<file path="config.mk">
export PLATFORM = sky130hd
export DESIGN_NAME = pc_unit_flat
export DESIGN_NICKNAME = d
export VERILOG_FILES = /design/src/rtl/pc_unit_pkg.sv /design/src/rtl/pc_unit_if.sv /design/src/rtl/pc_unit_npc_calc.sv /design/src/rtl/pc_unit.sv /design/src/flat_wrapper.sv
export SDC_FILE = /design/constraint.sdc
export NUM_CORES = 1
export LEC_CHECK = 0
export CAP_MARGIN = 20
export CORE_ASPECT_RATIO = 0.9
export CORE_MARGIN = 3
export CORE_UTILIZATION = 40
export DETAILED_ROUTE_END_ITERATION = 7
export GPL_TIMING_DRIVEN = 0
export PLACE_DENSITY = 0.68
export RECOVER_POWER = 25
export SLEW_MARGIN = 20
export SYNTH_ARGS = -nofsm -noshare
export SYNTH_HDL_FRONTEND = slang
export SYNTH_SLANG_ARGS = --single-unit
</file>
<file path="constraint.sdc">
create_clock -name clk -period 5.5 [get_ports clk]
set_input_delay 0.55 -clock clk [delete_from_list [all_inputs] [get_ports clk]]
set_output_delay 0.55 -clock clk [all_outputs]
set_load 0.03 [all_outputs]
</file>
<file path="src/rtl/pc_unit_pkg.sv">
// Shared encodings for the PC stage: next-PC selects, FSM states and the IM window base.
package pc_unit_pkg;

    localparam logic [31:0] DEFAULT_RESET_PC = 32'h0000_3000;
    localparam int unsigned DEFAULT_IM_WORDS = 1024;

    // npc_sel encodings
    localparam logic [1:0] NPC_SEQ = 2'b00;
    localparam logic [1:0] NPC_BR  = 2'b01;
    localparam logic [1:0] NPC_J   = 2'b10;
    localparam logic [1:0] NPC_JR  = 2'b11;

    typedef enum logic {
        StRun   = 1'b0,
        StFault = 1'b1
    } state_e;

endpackage

</file>
<file path="src/rtl/pc_unit_if.sv">
// Core-side bundle of the PC stage: next-PC controls in, fetch address and status out.
interface pc_unit_if;

    logic        stall;
    logic [1:0]  npc_sel;
    logic        br_taken;
    logic [15:0] imm16;
    logic [25:0] target26;
    logic [31:0] rs_data;
    logic [31:0] pc;
    logic [31:0] pc_plus4;
    logic        fault;
    logic [31:0] fault_pc;
    logic [31:0] fetch_cnt;

    // Controller side
    modport master (
        output stall, npc_sel, br_taken, imm16, target26, rs_data,
        input  pc, pc_plus4, fault, fault_pc, fetch_cnt
    );

    // PC stage side
    modport slave (
        input  stall, npc_sel, br_taken, imm16, target26, rs_data,
        output pc, pc_plus4, fault, fault_pc, fetch_cnt
    );

endinterface

</file>
<file path="src/rtl/pc_unit_npc_calc.sv">
// Combinational next-PC candidate generator with IM-window legality check.
module pc_unit_npc_calc
    import pc_unit_pkg::*;
#(
    parameter logic [31:0] RESET_PC = DEFAULT_RESET_PC,
    parameter int unsigned IM_WORDS = DEFAULT_IM_WORDS
) (
    input  logic [31:0] pc,
    input  logic [1:0]  npc_sel,
    input  logic        br_taken,
    input  logic [15:0] imm16,
    input  logic [25:0] target26,
    input  logic [31:0] rs_data,
    output logic [31:0] pc_plus4,
    output logic [31:0] candidate,
    output logic        illegal
);

    localparam logic [31:0] LAST_PC = RESET_PC + 32'(IM_WORDS * 4) - 32'd4;

    logic [31:0] br_off;

    // Select the next-PC candidate; all sums wrap modulo 2^32
    always_comb begin
        pc_plus4  = pc + 32'd4;
        br_off    = {{14{imm16[15]}}, imm16, 2'b00};
        candidate = pc_plus4;
        unique case (npc_sel)
            NPC_SEQ: candidate = pc_plus4;
            NPC_BR:  candidate = br_taken ? (pc_plus4 + br_off) : pc_plus4;
            NPC_J:   candidate = {pc_plus4[31:28], target26, 2'b00};
            NPC_JR:  candidate = rs_data;
        endcase
    end

    // Misaligned or outside the IM window; a wrapped pc+4 lands below RESET_PC
    always_comb begin
        illegal = (candidate[1:0] != 2'b00) || (candidate < RESET_PC) || (candidate > LAST_PC);
    end

endmodule

</file>
<file path="src/rtl/pc_unit.sv">
// Program-counter stage: PC register, RUN/FAULT controller and saturating fetch counter.
module pc_unit
    import pc_unit_pkg::*;
#(
    parameter logic [31:0] RESET_PC = DEFAULT_RESET_PC,
    parameter int unsigned IM_WORDS = DEFAULT_IM_WORDS
) (
    input  logic       clk,
    input  logic       rst_n,
    pc_unit_if.slave   bus
);

    state_e      state_q, state_d;
    logic [31:0] pc_q, pc_d;
    logic [31:0] fault_pc_q, fault_pc_d;
    logic [31:0] fetch_cnt_q, fetch_cnt_d;
    logic [31:0] pc_plus4;
    logic [31:0] candidate;
    logic        illegal;

    pc_unit_npc_calc #(
        .RESET_PC (RESET_PC),
        .IM_WORDS (IM_WORDS)
    ) u_npc_calc (
        .pc        (pc_q),
        .npc_sel   (bus.npc_sel),
        .br_taken  (bus.br_taken),
        .imm16     (bus.imm16),
        .target26  (bus.target26),
        .rs_data   (bus.rs_data),
        .pc_plus4  (pc_plus4),
        .candidate (candidate),
        .illegal   (illegal)
    );

    // FSM state register
    always_ff @(posedge clk or negedge rst_n) begin
        if (!rst_n) begin
            state_q <= StRun;
        end else begin
            state_q <= state_d;
        end
    end

    // FSM next state: stall suppresses the legality check; FAULT only leaves via reset
    always_comb begin
        state_d = state_q;
        if (state_q == StRun && !bus.stall && illegal) begin
            state_d = StFault;
        end
    end

    // FSM and datapath outputs
    always_comb begin
        bus.pc        = pc_q;
        bus.pc_plus4  = pc_plus4;
        bus.fault     = (state_q == StFault);
        bus.fault_pc  = fault_pc_q;
        bus.fetch_cnt = fetch_cnt_q;
    end

    // Datapath next state: step PC on an accepted fetch, capture the rejected address
    always_comb begin
        pc_d        = pc_q;
        fault_pc_d  = fault_pc_q;
        fetch_cnt_d = fetch_cnt_q;
        if (state_q == StRun && !bus.stall) begin
            if (illegal) begin
                fault_pc_d = candidate;
            end else begin
                pc_d = candidate;
                if (fetch_cnt_q != 32'hFFFF_FFFF) begin
                    fetch_cnt_d = fetch_cnt_q + 32'd1;
                end
            end
        end
    end

    // Datapath registers
    always_ff @(posedge clk or negedge rst_n) begin
        if (!rst_n) begin
            pc_q        <= RESET_PC;
            fault_pc_q  <= 32'h0;
            fetch_cnt_q <= 32'h0;
        end else begin
            pc_q        <= pc_d;
            fault_pc_q  <= fault_pc_d;
            fetch_cnt_q <= fetch_cnt_d;
        end
    end

endmodule

</file>
<file path="src/flat_wrapper.sv">
// flat-port wrapper written by rule: the top's interface ports become plain ports
module pc_unit_flat import pc_unit_pkg::*;
#(
    parameter logic [31:0] RESET_PC = DEFAULT_RESET_PC,
    parameter int unsigned IM_WORDS = DEFAULT_IM_WORDS
)
  (clk, rst_n, bus_stall, bus_npc_sel, bus_br_taken, bus_imm16, bus_target26, bus_rs_data, bus_pc, bus_pc_plus4, bus_fault, bus_fault_pc, bus_fetch_cnt);
  pc_unit_if bus_i ();
  input  logic clk;
  input  logic rst_n;
  input wire logic [$bits(bus_i.stall)-1:0] bus_stall;
  input wire logic [$bits(bus_i.npc_sel)-1:0] bus_npc_sel;
  input wire logic [$bits(bus_i.br_taken)-1:0] bus_br_taken;
  input wire logic [$bits(bus_i.imm16)-1:0] bus_imm16;
  input wire logic [$bits(bus_i.target26)-1:0] bus_target26;
  input wire logic [$bits(bus_i.rs_data)-1:0] bus_rs_data;
  output wire logic [$bits(bus_i.pc)-1:0] bus_pc;
  output wire logic [$bits(bus_i.pc_plus4)-1:0] bus_pc_plus4;
  output wire logic [$bits(bus_i.fault)-1:0] bus_fault;
  output wire logic [$bits(bus_i.fault_pc)-1:0] bus_fault_pc;
  output wire logic [$bits(bus_i.fetch_cnt)-1:0] bus_fetch_cnt;
  assign bus_i.stall = bus_stall;
  assign bus_i.npc_sel = bus_npc_sel;
  assign bus_i.br_taken = bus_br_taken;
  assign bus_i.imm16 = bus_imm16;
  assign bus_i.target26 = bus_target26;
  assign bus_i.rs_data = bus_rs_data;
  assign bus_pc = bus_i.pc;
  assign bus_pc_plus4 = bus_i.pc_plus4;
  assign bus_fault = bus_i.fault;
  assign bus_fault_pc = bus_i.fault_pc;
  assign bus_fetch_cnt = bus_i.fetch_cnt;
  pc_unit #(.RESET_PC(RESET_PC), .IM_WORDS(IM_WORDS)) u_core (.clk(clk), .rst_n(rst_n), .bus(bus_i));
endmodule
</file>
# == Yosys cells after proc, flatten, opt, wreduce, memory -nomap -nowiden ==
# Cells that the tools add are included.
# W data, S select, Z words.
# word_totals
ff_bits,97
in_bits,80
wordCells,27
# classes
addsub,3
n_lt_le_gt_ge,2
eq_ne,4
n_mux,2
bitwise,2
n_reduce_logical,10
# op_table
op,n
$pmux W32 S4,1
$add A32 B1 Y32 const B,1
$add A32 B3 Y32 const B,1
$add A32 B32 Y32,1
$gt A32 B14 Y1 const B,1
$lt A32 B14 Y1 const B,1
$mux W32,1
$ne A32 B32 Y1 const B,1
$eq A2 B2 Y1 const B,2
$reduce_and A2 Y1,2
$reduce_and A3 Y1,1
$eq A2 B1 Y1 const B,1
$logic_and A1 B1 Y1,2
$logic_not A2 Y1,1
$logic_or A1 B1 Y1,2
$not A1 Y1,2
$reduce_bool A2 Y1,1
$logic_not A1 Y1,1

# == Longest topological paths before layout ==
# logic_depth
ltp_word,9
depth_mapped,22
ltp_nobuf,18

# == Modules after synthesis ==
# From an unflattened synthesis, not the netlist that was laid out.
# hier_totals
hier_cells,917
area_unflattened_um2,7713.6
# by_module_without_submodules
mod,n_inst,cells_each,area_each_um2,seq_area_each_um2
pc_unit,1,365,4103.9,2429.8
pc_unit_npc_calc,1,552,3609.7,0.0

# == Worst setup path after synthesis ==
# Ideal clock, no wire load.
# synth_timing
kind,register -> register
start,register u_core.pc_q[18] (netlist: u_core.bus.pc[18])
end,register u_core.fetch_cnt_q[30] (netlist: u_core.bus.fetch_cnt[30])
setup_time_ns,0.128
t_arrival_ns,5.446
required_ns,5.372
path_slack_ns,-0.074
path_stages_with_launch,20
period_less_slack_ns,5.574
path_cell_list,dfrtp_1 > clkbuf_2 > nand3_1 > or4_4 > nor2_1 > nand4_1 > xnor2_1 > ha_1 > clkbuf_1 > and3_1 > o21ai_0 > o211ai_1 > or4_1 > a31o_2 > nand3b_1 > nor4_2 > nand2_4 > buf_6 > nor4_2 > mux2_1
# synth_via
elab_chain_len,9
elab_cells_between_ends,10
cone_classes,2 x add/sub; 2 x order compare; 2 x mux; 1 x bitwise; 3 x reduce/logical
# synth_rtl
item,line,source
"start, declared",pc_unit.sv:14,"logic [31:0] pc_q, pc_d;"
"start signal, assigned",pc_unit.sv:86,pc_q <= pc_d;
$add A32 B3 Y32 *,pc_unit_npc_calc.sv:25,pc_plus4 = pc + 32'd4;
via bus_pc_plus4[27],flat_wrapper.sv:18,output wire logic [$bits(bus_i.pc_plus4)-1:0] bus_pc_plus4;
$add A32 B32 Y32,pc_unit_npc_calc.sv:30,NPC_BR: candidate = br_taken ? (pc_plus4 + br_off) : pc_plus4;
$mux W32,pc_unit_npc_calc.sv:30,
$pmux W32 S4 *,pc_unit_npc_calc.sv:28,unique case (npc_sel)
$lt A32 B14 Y1,pc_unit_npc_calc.sv:38,illegal = (candidate[1:0] != 2'b00) || (candidate < RESET_PC) || (candidate > LAST_PC);
$logic_or A1 B1 Y1,pc_unit_npc_calc.sv:38,
$logic_or A1 B1 Y1 *,pc_unit_npc_calc.sv:38,
$not A1 Y1 (no line) *,n/a,
$reduce_and A3 Y1 (no line) *,n/a,
"end signal, assigned",pc_unit.sv:88,fetch_cnt_q <= fetch_cnt_d;
"end, declared",pc_unit.sv:16,"logic [31:0] fetch_cnt_q, fetch_cnt_d;"
# Mark *: on every way through the listed nets, which the timed path passes. The rest lies on a longest branch.
# A chain may end at the register's enable or synchronous reset.

# == Worst setup path after layout ==
# layout_timing
start,register u_core.pc_q[2] (netlist: u_core.bus.pc[2])
end,register u_core.fetch_cnt_q[30] (netlist: u_core.bus.fetch_cnt[30])
# layout_via
elab_chain_len,9
elab_cells_between_ends,10
cone_classes,2 x add/sub; 2 x order compare; 2 x mux; 1 x bitwise; 3 x reduce/logical
# layout_rtl
item,line
$add A32 B3 Y32 *,pc_unit_npc_calc.sv:25
$add A32 B32 Y32,pc_unit_npc_calc.sv:30
$mux W32,pc_unit_npc_calc.sv:30
$pmux W32 S4 *,pc_unit_npc_calc.sv:28
$lt A32 B14 Y1,pc_unit_npc_calc.sv:38
$logic_or A1 B1 Y1,pc_unit_npc_calc.sv:38
$logic_or A1 B1 Y1 *,pc_unit_npc_calc.sv:38
$not A1 Y1 (no line) *,n/a
$reduce_and A3 Y1 (no line) *,n/a
# Mark *: on every way between the ends. The rest lies on a longest branch, timed or not.

==> flow_metrics.tcl <==
set metrics [dict create \
    final_nets 1254 \
    routed_via_density 5.93 \
    die_h_um 139 \
    wl_met3_um 3190 \
    wire_per_inst_um 21.8 \
    violations "max-capacitance violations, max-slew violations" \
    clock_latency_ns 0.34 \
    hold_buffers 0 \
    vdd_ir_drop_max_mv 0.176 \
    routed_wl_um 30400 \
    worstPathArrival_ns 5.52 \
    antennaDiodeCount 0 \
    grtUsageTotal_pct 27.4 \
    synth-seq-area-share_pct 31.0 \
    grt_max_degree 72 \
    synth_area_um2 7840 \
    port_buffers 206 \
    synth_edf_count 0 \
    fmax_mhz 189 \
    wl_met2_um 13400 \
    post-route-period-util_pct 96.4 \
    sequentialPowerShare_pct 39.0 \
    avgSynthCellArea_um2 8.56 \
    p_per_area_nw_per_um2 181 \
    vias 8247 \
    path_class "flip-flop to flip-flop" \
    cts_sinks 97 \
    status "finished, violations left" \
    cts_tree "done" \
    ys_async_sr_fraction_pct 100 \
    max-slew-margin-rel_pct -111 \
    preCtsSetupSlack_ns -0.711 \
    routed.top_layer "met5" \
    antenna_found_initial 3 \
    dieArea_um2 21300 \
    dp_cells 1368 \
    yosys_warnings 0 \
    clock_skew_ns 0.00512 \
    ys_ff_latch 97 \
    first_pass_iters 6 \
    wl_met1_um 12900 \
    clk_pin_slew_ns 0.07 \
    hold-worst-slack_ns 0.491 \
    h-tree-depth 3 \
    slew_violations 72 \
    io-pin-count 209 \
    final_cell_area_um2 10900 \
    synth_top_area_share_pct 30.3 \
    synthDistinctLibCells 79 \
    comb_power_share_pct 23.3 \
    crit_path_max_fanout 10 \
    startpoint_type "flip-flop" \
    yosysTopAreaCell "dfrtp_1" \
    hold_viol 0 \
    cellLeakagePower_nw 4.65 \
    numCtsBuffers 9 \
    critPathCaptureType "flip-flop" \
    p_clk_share_pct 37.7 \
    place.gp.congestion 1.02 \
    tns_ns 0 \
    syn_inst 916 \
    synth_top_cells_by_area "dfrtp_1 30%, mux2_2 5.3%, ha_1 5.3%" \
    grt-ovfl-total 0 \
    drcViolationCount 0 \
    setup_viol 0 \
    syn_nets 1030 \
    start_util_pct 41.7 \
    p_sw_mw 0.562 \
    die_w_um 154 \
    grt_pass1_wl_um 46300 \
    intPower_mw 1.40 \
    drive_above_1_share_pct 13.0 \
    required_ns 5.72 \
    initialDrtViolationCount 753 \
    hp-class "flip-flop to flip-flop" \
    ys.flop_type "dfrtp_1" \
    place_area_um2 10300 \
    final_cell_count_no_fill 1390 \
    p_sw_share_pct 28.7 \
    cts_root_buf "clkbuf_16" \
    grt_pass1_vias 7972 \
    worst_pin_slew_ns 3.17 \
    rows 47 \
    fill_cells 1734 \
    layout_setup_ws_ns 0.198 \
    area_growth_pct 38.5 \
    ant_nets 0 \
    core_um2 18800 \
    maxCapViolCount 1 \
    cts.path.max_buffers 2 \
    period_minus_slack_ns 5.30 \
    dpl.hpwl_um 24000 \
]
## state kept, by name, summed over array words and instances (netlist names)
signal and count:
u_core.bus.fault 1, u_core.bus.fault_pc 32, u_core.bus.pc 32, u_core.bus.fetch_cnt 32
## layout make-up
| type | instances | area, um2 | area share (%) |
|---|---|---|---|
| buffer | 44 | 206 | 1.90 |
| clock buffer | 10 | 239 | 2.20 |
| timing repair buffer | 218 | 2150 | 19.8 |
| inverter | 35 | 131 | 1.21 |
| tap | 245 | 307 | 2.82 |
| sequential | 97 | 2440 | 22.4 |
| multi-input combinational | 735 | 5280 | 48.6 |
| clock inverter | 6 | 113 | 1.04 |
## layer usage
layer	GRT usage [%]	up-vias
li1	-	3806
met5	0	-
met1	37.3	3953
met2	42.2	415
met3	8.39	67
met4	8.18	6
## path summary, 6_finish.rpt
check / start / to / slack [ns] / cells past startpoint
setup / recovery: u_core.bus.pc[2] / u_core.bus.fetch_cnt[30] / 0.20 / 22
hold / removal: u_core.bus.fetch_cnt[9] / u_core.bus.fetch_cnt[9] / 0.49 / 1
setup reg to reg: u_core.bus.pc[2] / u_core.bus.fetch_cnt[30] / 0.20 / 22
hold reg to reg: u_core.bus.fetch_cnt[9] / u_core.bus.fetch_cnt[9] / 0.49 / 1
max in group asynchronous: rst_n / u_core.bus.pc[6] / 0.93 / 2
min in group asynchronous: rst_n / u_core.bus.pc[29] / 0.53 / 1
## what timing repair did
item,CTS,global route
buffers inserted,3,8
endpoints found under the setup margin,90,88
gates resized for setup,19,31
pin swaps,2,9
gates cloned,0,0
## cell usage in the layout (no fill, tap or decap), drive strengths merged, types with 5 or more instances in the layout
master         instances
a21oi                 75
o31ai                  5
nor4                  16
o21ai                 49
xor2                  43
mux2i                 10
a221o                  6
and4                   6
a31oi                  7
mux2                  38
nand3                 30
clkbuf                39
clkdlybuf4s50        205
nand2b                10
or3                    5
mux4                   6
a21o                  10
ha                    33
and2                  19
nor3                  27
a211oi                10
o211ai                 8
nor3b                 11
inv                   36
o21a                  10
or2                    6
xnor2                 26
and3                  20
nand4                 25
a22oi                  6
dfrtp                 95
nand2                 95
nor2                  61
buf                   27
## cell usage after synthesis (8+ instances only)
cell type and instances:
a21oi_1 75, o211ai_1 8, nand4_1 25, and2_1 19
xnor2_1 26, xor2_1 43, nor3_2 10, mux2_2 37
inv_1 34, nor2_1 61, and3_1 20, o21a_1 10
clkbuf_1 33, ha_1 33, a21o_1 10, nand3_1 28
nor3_1 17, nand2_1 94, o21ai_0 49, nor4_1 13
mux2i_1 10, dfrtp_1 95, nand2b_1 10, a211oi_1 10
nor3b_1 11
## logic make-up (layout without fill, tap and decap cells)
family                   after synthesis  in the layout  share of synthesized area (%)
XOR/XNOR                              69             69                           7.71
AO/OA/AOI/OAI                        229            229                           18.7
adder cells (fa/ha/maj)               34             34                           5.52
AND/OR/NAND/NOR                      349            349                           24.0
multiplexers                          54             54                           8.46
buffers and inverters                 84            313                           4.55
flip-flops                            97             97                           31.0
## power by group through the flow
stage                     clock, mW  combinational, mW  sequential, mW
final                         0.740              0.456           0.765
after global routing          0.778              0.486           0.767
after CTS                     0.750              0.450           0.764
after detailed placement          0              0.445           0.777
after global placement            0              0.440           0.776
after floorplan                   0              0.171           0.836
## worst max-delay path: stages, from the launching register on
cell      delay [ns]
dfrtp_2         0.43
nand4_1         0.11
buf_4           0.18
or4_4           0.59
nor2_4          0.16
nand4_1         0.16
xnor2_2         0.32
ha_1            0.29
clkbuf_1        0.18
nand4_1         0.14
o22ai_1         0.12
o41ai_2         0.30
buf_4           0.18
and3_1          0.15
a21oi_1         0.06
a32o_1          0.29
a211oi_2        0.25
and4bb_1        0.25
buf_4           0.18
nand2_4         0.07
buf_6           0.16
nor4_2          0.25
mux2_1          0.34
## per-stage QoR
| stage | utilization [%] | power (mW) |
|---|---|---|
| 2_1_floorplan | - | 1.01 |
| 3_3_place_gp | 54.3 | 1.22 |
| 3_5_place_dp | 54.5 | 1.22 |
| 4_1_cts | 56.9 | 1.96 |
| 5_1_grt | 57.7 | 2.03 |
| 6_report | 57.7 | 1.96 |
(Power assumes the default switching activity.)
